File: src/rtl/fe_pkg.sv
// Shared field constants for GF(2^255-19) and the fe_pow sequencer state encoding.
package fe_pkg;

  localparam int FE_BITS = 255;

  // p = 2^255 - 19 : all ones except the low five bits 01101
  localparam logic [FE_BITS-1:0] FE_P         = {{250{1'b1}}, 5'b01101};
  // p - 2 : exponent that turns a^e mod p into the field inverse
  localparam logic [FE_BITS-1:0] FE_P_MINUS_2 = {{250{1'b1}}, 5'b01011};

  typedef enum logic [2:0] {
    ST_IDLE,
    ST_SQ_ISSUE,
    ST_SQ_WAIT,
    ST_MUL_ISSUE,
    ST_MUL_WAIT,
    ST_FINISH
  } fe_pow_state_e;

  // Index of the highest set bit; 0 for an all-zero vector.
  function automatic int fe_msb(input logic [FE_BITS-1:0] v);
    int m;
    m = 0;
    for (int i = 0; i < FE_BITS; i++) begin
      if (v[i]) m = i;
    end
    return m;
  endfunction

endpackage

File: src/rtl/fe_pow.sv
// Left-to-right square-and-multiply controller computing a^EXPONENT mod p.
// The field multiplier lives outside this block; fe_pow only sequences it
// through a start/done handshake, one operation in flight at a time.
module fe_pow
  import fe_pkg::*;
#(
  parameter logic [FE_BITS-1:0] EXPONENT = FE_P_MINUS_2
) (
  input  logic               clock,
  input  logic               reset,
  input  logic               start,
  input  logic [FE_BITS-1:0] a,
  output logic               busy,
  output logic               done,
  output logic [FE_BITS-1:0] out,
  output logic               mul_start,
  output logic [FE_BITS-1:0] mul_a,
  output logic [FE_BITS-1:0] mul_b,
  input  logic               mul_done,
  input  logic [FE_BITS-1:0] mul_out
);

  localparam int               EXP_TOP     = fe_msb(EXPONENT);
  localparam logic [7:0]       EXP_TOP_IDX = 8'(EXP_TOP);
  localparam logic [FE_BITS-1:0] FE_ONE    = {{(FE_BITS-1){1'b0}}, 1'b1};
  // A zero exponent yields 1 regardless of a; seed the accumulator with it.
  localparam logic             EXP_ZERO    = (EXPONENT == '0);

  fe_pow_state_e      state_q;
  logic [7:0]         idx_q;
  logic [FE_BITS-1:0] base_q;
  logic [FE_BITS-1:0] acc_q;
  logic [FE_BITS-1:0] out_q;
  logic               done_q;
  logic               busy_q;
  logic               mul_start_q;
  logic [FE_BITS-1:0] mul_a_q;
  logic [FE_BITS-1:0] mul_b_q;
  logic               mul_cpl_d;
  logic               exp_bit_d;

  // mul_done may still be high from the previous product while our start pulse
  // is on the wire, so completion only counts once the pulse has dropped.
  assign mul_cpl_d = mul_done && !mul_start_q;
  assign exp_bit_d = EXPONENT[idx_q];

  // Sequencer: one state per issue/wait step, all outputs registered.
  always_ff @(posedge clock) begin
    mul_start_q <= 1'b0;
    if (reset) begin
      state_q     <= ST_IDLE;
      idx_q       <= '0;
      done_q      <= 1'b0;
      busy_q      <= 1'b0;
      out_q       <= '0;
      mul_start_q <= 1'b0;
    end else begin
      case (state_q)
        ST_IDLE: begin
          if (start) begin
            base_q  <= a;
            acc_q   <= EXP_ZERO ? FE_ONE : a;
            idx_q   <= EXP_TOP_IDX;
            done_q  <= 1'b0;
            busy_q  <= 1'b1;
            state_q <= (EXP_TOP == 0) ? ST_FINISH : ST_SQ_ISSUE;
          end
        end
        ST_SQ_ISSUE: begin
          mul_start_q <= 1'b1;
          mul_a_q     <= acc_q;
          mul_b_q     <= acc_q;
          idx_q       <= idx_q - 8'd1;
          state_q     <= ST_SQ_WAIT;
        end
        ST_SQ_WAIT: begin
          if (mul_cpl_d) begin
            acc_q <= mul_out;
            if (exp_bit_d) begin
              state_q <= ST_MUL_ISSUE;
            end else if (idx_q == 8'd0) begin
              state_q <= ST_FINISH;
            end else begin
              state_q <= ST_SQ_ISSUE;
            end
          end
        end
        ST_MUL_ISSUE: begin
          mul_start_q <= 1'b1;
          mul_a_q     <= acc_q;
          mul_b_q     <= base_q;
          state_q     <= ST_MUL_WAIT;
        end
        ST_MUL_WAIT: begin
          if (mul_cpl_d) begin
            acc_q   <= mul_out;
            state_q <= (idx_q == 8'd0) ? ST_FINISH : ST_SQ_ISSUE;
          end
        end
        ST_FINISH: begin
          out_q   <= acc_q;
          done_q  <= 1'b1;
          busy_q  <= 1'b0;
          state_q <= ST_IDLE;
        end
        default: state_q <= ST_IDLE;
      endcase
    end
  end

  assign busy      = busy_q;
  assign done      = done_q;
  assign out       = out_q;
  assign mul_start = mul_start_q;
  assign mul_a     = mul_a_q;
  assign mul_b     = mul_b_q;

endmodule
File: config.mk
export PLATFORM = sky130hd
export DESIGN_NAME = fe_pow
export DESIGN_NICKNAME = d
export VERILOG_FILES = /design/src/rtl/fe_pkg.sv /design/src/rtl/fe_pow.sv
export SDC_FILE = /design/constraint.sdc
export NUM_CORES = 2
export LEC_CHECK = 0
export CORE_AREA = 3 3 499 501
export CTS_BUF_LIST = sky130_fd_sc_hd__clkbuf_4 sky130_fd_sc_hd__clkbuf_8
export CTS_CLUSTER_SIZE = 25
export DETAILED_ROUTE_END_ITERATION = 12
export DIE_AREA = 0 0 502 504
export SYNTH_ARGS = -nofsm -noshare
export SYNTH_HDL_FRONTEND = slang
export SYNTH_SLANG_ARGS = --single-unit
export TNS_END_PERCENT = 5
File: constraint.sdc
create_clock -name clock -period 69.6 [get_ports clock]
set_input_delay 17.4 -clock clock [delete_from_list [all_inputs] [get_ports clock]]
set_output_delay 17.4 -clock clock [all_outputs]
set_load 0.01 [all_outputs]
==> flow_summary_export.csv <==
group,metric,value,unit
status,status,"finished, final reports clean",
logic_synthesis,synthArstFlopShare,0,
cts,numCtsBuffers,218,
logic_synthesis,ys_ff_latch,1290,
routing,antenna_left,0,
timing,period_share,0.3071,
global_route,antenna_found_initial,102,
worst_setup_path,crit_fanout,75,
logic_synthesis,synth_top_area_frac,0.6622,
logic_synthesis,synth.distinct_cells,51,
logic_synthesis,syn_area,46250,sq um
worst_setup_path,critPathMaxStageDelay,880,ps
logic_synthesis,syn_avg_cell_area,16.51,sq um
place,place_hpwl,159700,um
global_route,grt_pass1_vias,31079,
layout,syn_to_final_growth,46.40,%
place,port_buffers,1281,
timing,relSlewSlack,0.2998,
timing,skew,67.86,ps
timing,setup_violations,0,
worst_hold_path,hold_class,"reg -> reg",
timing,fin_crit,21380,ps
layout,drive_above_1_share,0.2179,
worst_setup_path,timing.critical_path.buf_inv,6,
worst_setup_path,critPathMostFrequentCell,"buf_4",
worst_setup_path,path_cells,"buf_8 > nor3b_2 > buf_4 > buf_4 > buf_4 > buf_4 > buf_4",
logic_synthesis,synth_fp_nets,3317,
timing,timing.fmax,46.78,MHz
worst_setup_path,required,70100,ps
job,max_cap_viol_count,0,
power,leakage,21.95,nW
layout,multi_input_area,9563,sq um
floorplanning,die_w,502,um
worst_setup_path,critPathTopFamily,"buffers and inverters",
worst_hold_path,min_from,"acc_q[96]",
worst_setup_path,reg2regPathDepth,6,
worst_hold_path,hold_depth,0,
cts,cts_repair_resize_count,0,
routing,initialDrtViolationCount,2622,
floorplanning,rows,182,
cts,cts-root-buf,"clkbuf_8",
floorplanning,coreArea,245300,sq um
cts,clock-sinks,1290,
worst_setup_path,r2r-start,"state_q[0]",
cts,cts_tree,"done",
timing,worst_hold_slack,434.3,ps
routing,vias_per_cell,4.046,
worst_setup_path,timing.rr.end,"mul_b[19]",
layout,n_fill_cell,24840,
worst_setup_path,critical_path_class,"in -> reg",
global_route,grt_pass1_wl,273500,um
cts,clock_latency,940,ps
routing,wl,207600,um
cts,htreeDepth,4,
worst_setup_path,arrival,21870,ps
worst_setup_path,slowest_stage,"buf_4",
floorplanning,ios,1282,
logic_synthesis,synth_top_area_cell,"edfxtp_1",
cts,post-cts-setup-buffers,0,
floorplanning,start_util,0.1886,
floorplanning,die_h,504,um
routing,drc,0,
worst_setup_path,critPathLaunch,"reset",
timing,tightest_slew,1050,ps
global_route,overflow,0,
logic_synthesis,ys_seq_area_frac,0.7791,
logic_synthesis,ys.flop_type,"edfxtp_1",
layout,fin_nets,4712,
worst_setup_path,start_kind,"primary input",
power,power_density,26.22,nW/um^2
layout,layout_common_cells,"1,280 x clkdlybuf4s50_1, 1,020 x edfxtp_1, 512 x nand2_1",
worst_setup_path,worst-r2r-setup-slack,64140,ps
layout,final_common_cell,"clkdlybuf4s50_1",
place,place_area,62830,sq um
layout,final_area,67710,sq um
routing,num_vias,30862,
timing,slew_viol_final,0,
routing,dr.pass1.iters,6,
logic_synthesis,ys_warn_count,0,
routing,wl_per_cell,27.22,um
timing,fin_tns_setup,0,ps
cts,cts.reportedPaths.clkPinSlew,60,ps
worst_hold_path,whs_endpoint,"mul_a[96]",
floorplanning,die-area,253000,sq um
layout,regArea,36030,sq um
place,gp_congestion,0.9071,
cts,cts_hold_buf,0,
global_route,grtUsageTotal,0.1572,
worst_setup_path,worstSetupEndpointType,"flop",
power,ir_drop,0.00001481,V
logic_synthesis,synthCells,2801,
logic_synthesis,synth_edf_count,1020,
timing,hold_viol,0,
global_route,grt_start_max_net_pins,115,
logic_synthesis,synth.area.top_cells,"edfxtp_1 66%, mux2_2 12%, dfxtp_1 12%, nand2_1 4.2%, a21oi_1 2.8%",
cts,cts.path.max_buffers,3,
timing,rsz0062_at_grt,"no",
-- layout make-up --
type                            instances  area share
Inverter                                5   0.0002772
Multi-Input combinational cell       1358      0.1412
Sequential cell                      1290      0.5322
Clock buffer                          313     0.05789
Clock inverter                         99     0.01353
Tap cell                             3220     0.05950
Timing Repair Buffer                 1323      0.1947
Antenna cell                           20   0.0007391
-- cells in the mapped netlist, types with 2 or more instances --
cell type / number
dfxtp_1: 270
or3_1: 2
and2_1: 2
edfxtp_1: 1020
mux2_2: 510
xnor2_1: 2
buf_2: 74
nor4_2: 2
nand2b_1: 3
mux2i_1: 2
a31oi_1: 2
buf_1: 5
o31a_1: 2
clkbuf_1: 65
o2111ai_1: 2
nand2_1: 513
inv_1: 5
nor2_1: 11
nor4_1: 3
or3b_2: 2
and3_1: 2
buf_6: 3
o21ai_0: 2
ha_1: 2
nor3_1: 4
a21oi_1: 263
nor3b_1: 4
-- cells by family after synthesis --
family	share of synthesized area
flip-flops	0.7791
AND/OR/NAND/NOR	0.04869
multiplexers	0.1246
AO/OA/AOI/OAI	0.03171
buffers and inverters	0.01499
XOR/XNOR	0.0003788
adder cells (fa/ha/maj)	0.0005410
-- where the power goes --
part           total [mW]  internal [mW]  leakage [nW]  switching [mW]
combinational       0.138         0.0720          7.83          0.0660
sequential          0.895          0.874          11.6          0.0208
clock               0.742          0.406          2.54           0.336
-- how the worst max path moves through the flow --
| stage | cells after the start | endpoint |
|---|---|---|
| after detailed placement | 7 | mul_a[120] |
| after global placement | 7 | mul_a[77] |
| final | 7 | mul_b[19] |
| after CTS | 7 | mul_b[19] |
| after global routing | 7 | mul_b[19] |
| after floorplan | 3 | mul_a[0] |
-- through the flow --
stage	std cells	setup WS [ps]	util	total power [mW]
after floorplan	2801	12890	-	0.9859
after global placement	7196	47460	0.2562	1.048
after detailed placement	7196	47340	0.2562	1.051
after CTS	7608	48400	0.2759	1.802
after global routing	7616	48080	0.2760	1.843
final	7628	48220	0.2761	1.775
-- worst register-to-register path, cell delays in order (launching register included) --
cell and delay (ps):
dfxtp_1 730, nor3b_2 270, buf_4 650, buf_4 710, buf_4 820, buf_4 790
buf_4 960
-- per-layer routing --
layer / share of wire / track usage / vias up / routed length, um
met4: 0.025 / 0.04799 / 82 / 5160
met1: 0.39 / 0.1889 / 15341 / 80620
li1: - / - / 13241 / -
met3: 0.13 / 0.07270 / 385 / 26000
met5: 0.0026 / 0 / - / 543
met2: 0.46 / 0.2496 / 1813 / 95280
-- registers in the layout, indices dropped and copies added, names as in the netlist, 3 cells and up --
register  flops
acc_q       255
mul_b       255
mul_a       255
base_q      255
out         255
state_q       3
idx_q         8
No activity file was read; power rests on OpenSTA's default activity.
